## src/rtl/nerv_run_ctrl_if.sv

```systemverilog
// Command and stop-event handshakes between the GDB stub and run control.
// master = stub side, slave = nerv_run_ctrl.
interface nerv_run_ctrl_if #(
    parameter int XLEN = 32,
    parameter int BNUM = 4,
    localparam int BW = (BNUM > 1) ? $clog2(BNUM) : 1
);
    logic            cmd_vld;
    logic            cmd_rdy;
    logic [1:0]      cmd_op;
    logic            stop_vld;
    logic            stop_rdy;
    logic [1:0]      stop_reason;
    logic [XLEN-1:0] stop_pc;
    logic [BW-1:0]   stop_bpi;

    modport master (
        output cmd_vld, cmd_op, stop_rdy,
        input  cmd_rdy, stop_vld, stop_reason, stop_pc, stop_bpi
    );

    modport slave (
        input  cmd_vld, cmd_op, stop_rdy,
        output cmd_rdy, stop_vld, stop_reason, stop_pc, stop_bpi
    );
endinterface

```

## src/rtl/nerv_run_ctrl.sv

```systemverilog
// NERV run-control sequencer: halt/continue/step/reset, hw breakpoints.
// Optional data watchpoint enabled by defining NERV_RUN_CTRL_WATCH_EN.
module nerv_run_ctrl #(
    parameter int XLEN = 32,
    parameter int BNUM = 4,
    parameter logic [XLEN-1:0] RESET_ADDR = '0,
    parameter int RST_CYC = 4,
    localparam int BW = (BNUM > 1) ? $clog2(BNUM) : 1
) (
    input  logic            clk,
    input  logic            rst,
    nerv_run_ctrl_if.slave  bus,
    input  logic            bp_wen,
    input  logic [BW-1:0]   bp_idx,
    input  logic [XLEN-1:0] bp_addr,
    input  logic            bp_ena,
    output logic            cpu_stall,
    output logic            cpu_rst,
    input  logic            ret_vld,
    input  logic [XLEN-1:0] ret_npc
`ifdef NERV_RUN_CTRL_WATCH_EN
    ,
    input  logic            mem_vld,
    input  logic            mem_we,
    input  logic [XLEN-1:0] mem_addr,
    input  logic            wp_wen,
    input  logic [XLEN-1:0] wp_addr,
    input  logic            wp_ena,
    input  logic            wp_wonly
`endif
);

    localparam int CW = (RST_CYC > 1) ? $clog2(RST_CYC) : 1;
    localparam logic [XLEN-1:0] AMASK = {{(XLEN-2){1'b1}}, 2'b00};

    localparam logic [1:0] OP_HALT = 2'd0;
    localparam logic [1:0] OP_CONT = 2'd1;
    localparam logic [1:0] OP_STEP = 2'd2;
    localparam logic [1:0] OP_RST  = 2'd3;

    localparam logic [1:0] R_HALT  = 2'd0;
    localparam logic [1:0] R_STEP  = 2'd1;
    localparam logic [1:0] R_BREAK = 2'd2;
    localparam logic [1:0] R_WATCH = 2'd3;

    typedef enum logic [2:0] {
        S_HALTED,
        S_RUN,
        S_STEP,
        S_CRST,
        S_REPORT
    } state_t;

    state_t          state;
    logic [XLEN-1:0] pc_q;
    logic [CW-1:0]   cnt;
    logic            stop_vld_q;
    logic [1:0]      stop_rsn_q;
    logic [XLEN-1:0] stop_pc_q;
    logic [BW-1:0]   stop_bpi_q;

    logic [XLEN-1:0] bp_addr_q [BNUM];
    logic [BNUM-1:0] bp_ena_q;

    logic            bp_hit;
    logic [BW-1:0]   bp_sel;
    logic            wp_hit;
    logic            running;
    logic            halt_acc;
    logic            go;
    logic [1:0]      rsn;
    logic [XLEN-1:0] npc;
    logic [BW-1:0]   bsel;

    assign running  = (state == S_RUN) || (state == S_STEP);
    assign halt_acc = bus.cmd_vld && bus.cmd_op == OP_HALT;

    assign bus.cmd_rdy     = (state == S_HALTED) ||
                             (running && bus.cmd_op == OP_HALT);
    assign bus.stop_vld    = stop_vld_q;
    assign bus.stop_reason = stop_rsn_q;
    assign bus.stop_pc     = stop_pc_q;
    assign bus.stop_bpi    = stop_bpi_q;

    // Scan high to low so the lowest matching index is the one kept.
    always_comb begin
        bp_hit = 1'b0;
        bp_sel = '0;
        for (int i = BNUM - 1; i >= 0; i--) begin
            if (ret_vld && bp_ena_q[i] &&
                (((ret_npc ^ bp_addr_q[i]) & AMASK) == '0)) begin
                bp_hit = 1'b1;
                bp_sel = BW'(i);
            end
        end
    end

`ifdef NERV_RUN_CTRL_WATCH_EN
    logic [XLEN-1:0] wp_addr_q;
    logic            wp_ena_q;
    logic            wp_wonly_q;

    always_ff @(posedge clk or posedge rst) begin
        if (rst) begin
            wp_addr_q  <= '0;
            wp_ena_q   <= 1'b0;
            wp_wonly_q <= 1'b0;
        end else if (wp_wen) begin
            wp_addr_q  <= wp_addr;
            wp_ena_q   <= wp_ena;
            wp_wonly_q <= wp_wonly;
        end
    end

    assign wp_hit = ret_vld && mem_vld && wp_ena_q &&
                    (((mem_addr ^ wp_addr_q) & AMASK) == '0) &&
                    (!wp_wonly_q || mem_we);
`else
    assign wp_hit = 1'b0;
`endif

    always_ff @(posedge clk or posedge rst) begin
        if (rst) begin
            bp_ena_q <= '0;
            for (int i = 0; i < BNUM; i++) bp_addr_q[i] <= '0;
        end else if (bp_wen && (int'(bp_idx) < BNUM)) begin
            bp_addr_q[bp_idx] <= bp_addr;
            bp_ena_q[bp_idx]  <= bp_ena;
        end
    end

    // Stop event: priority watch > break > step > halt request.
    always_comb begin
        go   = 1'b0;
        rsn  = R_HALT;
        npc  = pc_q;
        bsel = '0;
        unique case (state)
            S_HALTED: go = halt_acc;
            S_RUN, S_STEP: begin
                if (wp_hit) begin
                    go  = 1'b1;
                    rsn = R_WATCH;
                    npc = ret_npc;
                end else if (bp_hit) begin
                    go   = 1'b1;
                    rsn  = R_BREAK;
                    npc  = ret_npc;
                    bsel = bp_sel;
                end else if (state == S_STEP && ret_vld) begin
                    go  = 1'b1;
                    rsn = R_STEP;
                    npc = ret_npc;
                end else if (halt_acc) begin
                    go  = 1'b1;
                    npc = ret_vld ? ret_npc : pc_q;
                end
            end
            S_CRST: begin
                go  = (cnt == '0);
                npc = RESET_ADDR;
            end
            default: ;
        endcase
    end

    always_ff @(posedge clk or posedge rst) begin
        if (rst) begin
            state      <= S_HALTED;
            cpu_stall  <= 1'b1;
            cpu_rst    <= 1'b0;
            cnt        <= '0;
            pc_q       <= RESET_ADDR;
            stop_vld_q <= 1'b0;
            stop_rsn_q <= R_HALT;
            stop_pc_q  <= RESET_ADDR;
            stop_bpi_q <= '0;
        end else begin
            if (state == S_CRST) pc_q <= RESET_ADDR;
            else if (ret_vld)    pc_q <= ret_npc;

            if (go) begin
                state      <= S_REPORT;
                cpu_stall  <= 1'b1;
                cpu_rst    <= 1'b0;
                stop_vld_q <= 1'b1;
                stop_rsn_q <= rsn;
                stop_pc_q  <= npc;
                stop_bpi_q <= bsel;
            end else begin
                unique case (state)
                    S_HALTED: begin
                        if (bus.cmd_vld) begin
                            unique case (bus.cmd_op)
                                OP_CONT: begin
                                    state     <= S_RUN;
                                    cpu_stall <= 1'b0;
                                end
                                OP_STEP: begin
                                    state     <= S_STEP;
                                    cpu_stall <= 1'b0;
                                end
                                OP_RST: begin
                                    state   <= S_CRST;
                                    cpu_rst <= 1'b1;
                                    cnt     <= CW'(RST_CYC - 1);
                                end
                                default: ;
                            endcase
                        end
                    end
                    S_CRST: cnt <= cnt - CW'(1);
                    S_REPORT: begin
                        if (bus.stop_rdy) begin
                            state      <= S_HALTED;
                            stop_vld_q <= 1'b0;
                        end
                    end
                    default: ;
                endcase
            end
        end
    end

endmodule

```

## src/flat_wrapper.sv

```systemverilog
// flat-port wrapper written by rule: the top's interface ports become plain ports
module nerv_run_ctrl_flat 
#(
    parameter int XLEN = 32,
    parameter int BNUM = 4,
    parameter logic [XLEN-1:0] RESET_ADDR = '0,
    parameter int RST_CYC = 4,
    localparam int BW = (BNUM > 1) ? $clog2(BNUM) : 1
)
  (clk, rst, bp_wen, bp_idx, bp_addr, bp_ena, cpu_stall, cpu_rst, ret_vld, ret_npc, bus_cmd_vld, bus_cmd_op, bus_stop_rdy, bus_cmd_rdy, bus_stop_vld, bus_stop_reason, bus_stop_pc, bus_stop_bpi);
  nerv_run_ctrl_if #(.XLEN(XLEN), .BNUM(BNUM)) bus_i ();
  input  logic clk;
  input  logic rst;
  input  logic bp_wen;
  input  logic [BW-1:0] bp_idx;
  input  logic [XLEN-1:0] bp_addr;
  input  logic bp_ena;
  output logic cpu_stall;
  output logic cpu_rst;
  input  logic ret_vld;
  input  logic [XLEN-1:0] ret_npc;
  input wire logic [$bits(bus_i.cmd_vld)-1:0] bus_cmd_vld;
  input wire logic [$bits(bus_i.cmd_op)-1:0] bus_cmd_op;
  input wire logic [$bits(bus_i.stop_rdy)-1:0] bus_stop_rdy;
  output wire logic [$bits(bus_i.cmd_rdy)-1:0] bus_cmd_rdy;
  output wire logic [$bits(bus_i.stop_vld)-1:0] bus_stop_vld;
  output wire logic [$bits(bus_i.stop_reason)-1:0] bus_stop_reason;
  output wire logic [$bits(bus_i.stop_pc)-1:0] bus_stop_pc;
  output wire logic [$bits(bus_i.stop_bpi)-1:0] bus_stop_bpi;
  assign bus_i.cmd_vld = bus_cmd_vld;
  assign bus_i.cmd_op = bus_cmd_op;
  assign bus_i.stop_rdy = bus_stop_rdy;
  assign bus_cmd_rdy = bus_i.cmd_rdy;
  assign bus_stop_vld = bus_i.stop_vld;
  assign bus_stop_reason = bus_i.stop_reason;
  assign bus_stop_pc = bus_i.stop_pc;
  assign bus_stop_bpi = bus_i.stop_bpi;
  nerv_run_ctrl #(.XLEN(XLEN), .BNUM(BNUM), .RESET_ADDR(RESET_ADDR), .RST_CYC(RST_CYC)) u_core (.clk(clk), .rst(rst), .bus(bus_i), .bp_wen(bp_wen), .bp_idx(bp_idx), .bp_addr(bp_addr), .bp_ena(bp_ena), .cpu_stall(cpu_stall), .cpu_rst(cpu_rst), .ret_vld(ret_vld), .ret_npc(ret_npc));
endmodule
```

## config.mk

```make
export PLATFORM = sky130hd
export DESIGN_NAME = nerv_run_ctrl_flat
export DESIGN_NICKNAME = d
export VERILOG_FILES = /design/src/rtl/nerv_run_ctrl_if.sv /design/src/rtl/nerv_run_ctrl.sv /design/src/flat_wrapper.sv
export SDC_FILE = /design/constraint.sdc
export NUM_CORES = 1
export LEC_CHECK = 0
export CAP_MARGIN = 20
export CELL_PAD_IN_SITES_DETAIL_PLACEMENT = 1
export CELL_PAD_IN_SITES_GLOBAL_PLACEMENT = 2
export CORE_ASPECT_RATIO = 1.25
export CORE_UTILIZATION = 30
export CTS_CLUSTER_DIAMETER = 30
export CTS_CLUSTER_SIZE = 12
export DETAILED_ROUTE_END_ITERATION = 10
export PLACE_DENSITY_LB_ADDON = 0.1
export SYNTH_ARGS = -nofsm -noshare
export SYNTH_HDL_FRONTEND = slang
export SYNTH_SLANG_ARGS = --single-unit
```

## constraint.sdc

```tcl
create_clock -name clk -period 17.7 [get_ports clk]
set_input_delay 3.54 -clock clk [delete_from_list [all_inputs] [get_ports clk]]
set_output_delay 3.54 -clock clk [all_outputs]
set_load 0.005 [all_outputs]
```

# Word level (Yosys, flattened, before mapping)
# Cells that the tools add are included.
# word_totals
ff_bits,208
latchBits,0
mem_bits_rw,0
rom_bits,0
input_bits,75
out_inout_bits,40
word_cells,122
mem_count,0
# op_classes
addsub,1
n_mul,0
div_mod_pow,0
n_lt_le_gt_ge,4
n_eq_ne,12
shift,0
muxes,48
bitwise_logic,6
n_reduce_logical,37
# op_table
operator,n
2-to-1 mux 32 bit,6
bitwise mux 128 bit,1
logical NOT 32 bit,4
XOR 32 bit,4
demux 32 bit (select 2 bit),1
case mux 32 bit (2 select lines),1
2-to-1 mux 1 bit,20
2-to-1 mux 2 bit,10
nonzero test 2 bit,7
logical AND 1 bit,13
2-to-1 mux 3 bit,3
case mux 3 bit (3 select lines),1
AND reduction 4 bit,2
"== test 3 x 2 -> 1 bit, second input constant",2
"!= test 3 x 2 -> 1 bit, second input constant",2
case mux 3 bit (2 select lines),1
AND reduction 3 bit,2
"!= test 5 x 4 -> 1 bit, second input constant",1
bitwise mux 4 bit,1
"== test 2 bit, second input constant",2
logical NOT 2 bit,2
"!= test 2 bit, second input constant",2
case mux 2 bit (2 select lines),1
OR reduction 2 bit,2
16 further kinds,17

# Logic depth before layout (Yosys ltp)
# logic_depth
word_depth,11
ltp_mapped,11

# Worst setup path after synthesis
# No wires, ideal clock.
# synth_path
path_kind,input to output
startpoint,input bus_cmd_op[0]
endpoint,output bus_cmd_rdy
t_arrival_ns,4.283
required_ns,14.160
slack_ns,9.877
stages,5
path_buffers,0
path_cell_list,inv_1 ha_1 inv_1 maj3_1 nor2_1
# synth_between
elab_chain_len,3
# synth_rtl
element,line_no,source
from (decl),flat_wrapper.sv:23,input wire logic [$bits(bus_i.cmd_op)-1:0] bus_cmd_op;
logical NOT 2 bit,nerv_run_ctrl.sv:79,(running && bus.cmd_op == OP_HALT);
logical AND 1 bit,nerv_run_ctrl.sv:79,
logical OR 1 bit,nerv_run_ctrl.sv:78,assign bus.cmd_rdy = (state == S_HALTED) ||
to (decl),flat_wrapper.sv:25,output wire logic [$bits(bus_i.cmd_rdy)-1:0] bus_cmd_rdy;
# No other way between the ends.

# Worst setup path in the final report
# Ends and elaborated chain as after synthesis.

==> results.md <==
* Tot Pwr at 1.51 mW
* Worst skew pair latency at 440 ps
* Vias at 6,366
* Post-synth ARST share at 1.00
* Post-CTS Hold Buffers at 0
* Final setup vio count at 0
* Power Dens Cells at 126 nW/µm²
* HP Class: reg -> reg
* Nets at 974
* Final GP Congestion at 0.753
* Number of flops mapped to enable cells by yosys at 0
* HPWL Detailed at 20.2 mm
* Clock Tree Buf Depth at 2
* Commonest non-fill, non-tap cell in the layout: dfrtp_1
* Full die area at 33,900 µm²
* Status: finished, final reports clean
* First-pass GRT wire length at 44.7 mm
* Core box area at 32,700 µm²
* Slowest CP cell: clkdlybuf4s50_1
* CP top delay family: buffers and inverters
* Initial antenna violation count at 0
* Top-area cell type share of the netlist area at 0.500
* Slew margin rel. at 0.211
* R2R cell count at 9
* #FFs+latches synth at 200
* Yosys cell types at 43
* Die Height at 206 µm
* Die width at 165 µm
* Layout overhead on the synthesized area at 20.2%
* Boundary Pins at 115
* CP endpoint kind: output pin
* # rows at 74
* Crit share post-route at 0.499
* Hold Vio Cnt, Final at 0
* Ys Warns at 0
* Clk sink count at 200
* Synth Flop Type: dfrtp_1
* Area leader, netlist: dfrtp_1
* CTS Root Cell: clkbuf_16
* Placed cell areas at 11,400 µm²
* Routed Antenna Nets at 0
* Per-cell routed wire length at 21.6 µm
* Layout cells sized above 1 at 0.200
* Max Cap Violations at 0
* CTS clock-pin slew for the worst setup and hold paths at 80 ps
* Post-Layout Inst Area at 12,000 µm²
* Pre-antenna DRT Iters at 4
* Fmax at 0.113 GHz
* Leakage at 4.89 nW
* Critical Path Max Stage Delay at 500 ps
* Post-Syn Nets at 896
* Unrepaired setup endpoints after global routing: no
* Total wire length at 28.6 mm
* Final Max Slew Viols at 0
* Ant diodes at 0
* Crit path DAT at 5300 ps
* Post-Syn Area at 9960 µm²
* Worst-path cell chain: clkdlybuf4s50_1, inv_1, ha_1, inv_1, maj3_1, nor2_1, clkdlybuf4s50_1
* # DRC at 0
* Fillers at 3,474
* Initial Util at 0.305
* I/O Buffers at 112
* Worst setup SP type: primary input
* Min Tclk post-route at 8840 ps
* GRT Util Overall at 0.181
* Largest net degree at the start of global routing at 145
* Layout Skew at 9.55 ps
* H-Tree Depth at 4
* CP Max Fanout at 3
* CTS Buf Count at 17
* Hold Crit Depth at 1
* Maximum VDD drop at 0.0538 mV
* Most frequent cells in the layout: dfrtp_1 (199), mux2_2 (124), clkdlybuf4s50_1 (111)
* Total global routing overflow at 0
* Crit path depth at 7
* WHS at 455 ps
* Cells after Synth at 816
* Worst path required time at 14,160 ps
* Mean Syn Cell Area at 12.2 µm²
* Number of setup buffers added after CTS at 0
* Worst Tran Pin Value at 1170 ps
* CTS tree: done
* Setup CP Type: in -> out
* Vias in the first global route at 7,230
* Resize count post-CTS at 0
* Seq/Total Area, Yosys at 0.503
* Setup TNS at 0 ps
* Synth top area cells: dfrtp_1 (50%), mux2_2 (14%), mux2i_1 (9.7%)
* WP buf/inv at 4
* 1st-iter DRT viols at 268
* Vias per inst at 4.80
==> path summary, 6_finish.rpt <==
kind | endpoint | slack (ps) | startpoint
worst max register to register | u_core.bus.stop_pc[18]$_DFFE_PP0P_ | 13650 | u_core.bp_addr_q[36]$_DFFE_PP0P_
max in group asynchronous | u_core.bp_addr_q[42]$_DFFE_PP0P_ | 12530 | rst
worst min-delay path | u_core.cnt[0]$_DFFE_PP0P_ | 450 | u_core.cnt[0]$_DFFE_PP0P_
worst max-delay path | bus_cmd_rdy | 8860 | bus_cmd_op[0]
min in group asynchronous | u_core.bp_addr_q[63]$_DFFE_PP0P_ | 3550 | rst
worst min register to register | u_core.cnt[0]$_DFFE_PP0P_ | 450 | u_core.cnt[0]$_DFFE_PP0P_
==> sequential cells by signal (all words and copies together), names as in the netlist, 2 cells and up <==
name                    count
u_core.bus.stop_pc         32
u_core.bp_ena_q             4
u_core.bp_addr_q          120
u_core.bus.stop_reason      2
u_core.state                3
u_core.pc_q                32
u_core.cnt                  2
u_core.bus.stop_bpi         2
==> layout make-up <==
cell class,count,area (µm²),area share
clock buffers,17,425,0.0355
clock inverters,15,158,0.0132
inverters,7,33.8,0.00282
multi-input cells,544,4580,0.383
flip-flops and latches,200,5010,0.418
well taps,418,523,0.0437
repair buffers,124,1240,0.104
==> through the flow <==
stage	setup slack [ps]	instances	utilization
floorplan	8710	816	-
global route	8730	1325	0.366
detailed placement	8850	1292	0.347
CTS	8840	1324	0.365
global placement	8870	1291	0.347
finish	8860	1325	0.366
==> logic make-up (layout without fill, tap and decap cells) <==
kind of cell | count (synthesis) | in the layout | share of synthesized area
adder cells (fa/ha/maj) | 6 | 6 | 0.00729
AO/OA/AOI/OAI | 50 | 50 | 0.0285
XOR/XNOR | 121 | 121 | 0.106
AND/OR/NAND/NOR | 147 | 147 | 0.0802
flip-flops | 200 | 200 | 0.503
multiplexers | 220 | 220 | 0.237
buffers and inverters | 72 | 163 | 0.0381
==> synth_stat cells (2+ instances only) <==
master,n
buf_1,12
nand4_1,18
clkbuf_1,13
mux2i_1,96
nand2_1,14
and2_1,32
xnor2_1,57
xor2_1,64
nand2b_1,2
o21a_1,2
nor4_2,4
nor4_1,17
dfrtp_1,199
a31oi_1,3
mux2_2,124
buf_4,4
o21ai_0,18
o21ai_1,15
buf_12,2
buf_6,3
inv_1,6
nand3_1,4
nor2_1,47
ha_1,5
clkbuf_2,2
nand3b_1,2
buf_2,29
a21oi_1,7
==> where the power goes <==
part	total (mW)	leakage, nW	internal (mW)	switching [mW]
Sequential	0.654	2.40	0.574	0.0804
Combinational	0.460	2.20	0.244	0.216
Clock	0.396	0.287	0.201	0.195
==> per-layer routing <==
| layer | global-route usage | part of all wire | vias up |
|---|---|---|---|
| li1 | - | - | 2945 |
| met1 | 0.227 | 0.44 | 3311 |
| met2 | 0.320 | 0.53 | 90 |
| met3 | 0.0278 | 0.025 | 20 |
| met4 | 0.0495 | 0.012 | 0 |
| met5 | 0 | 0 | - |
No activity file was read; power rests on OpenSTA's default activity.
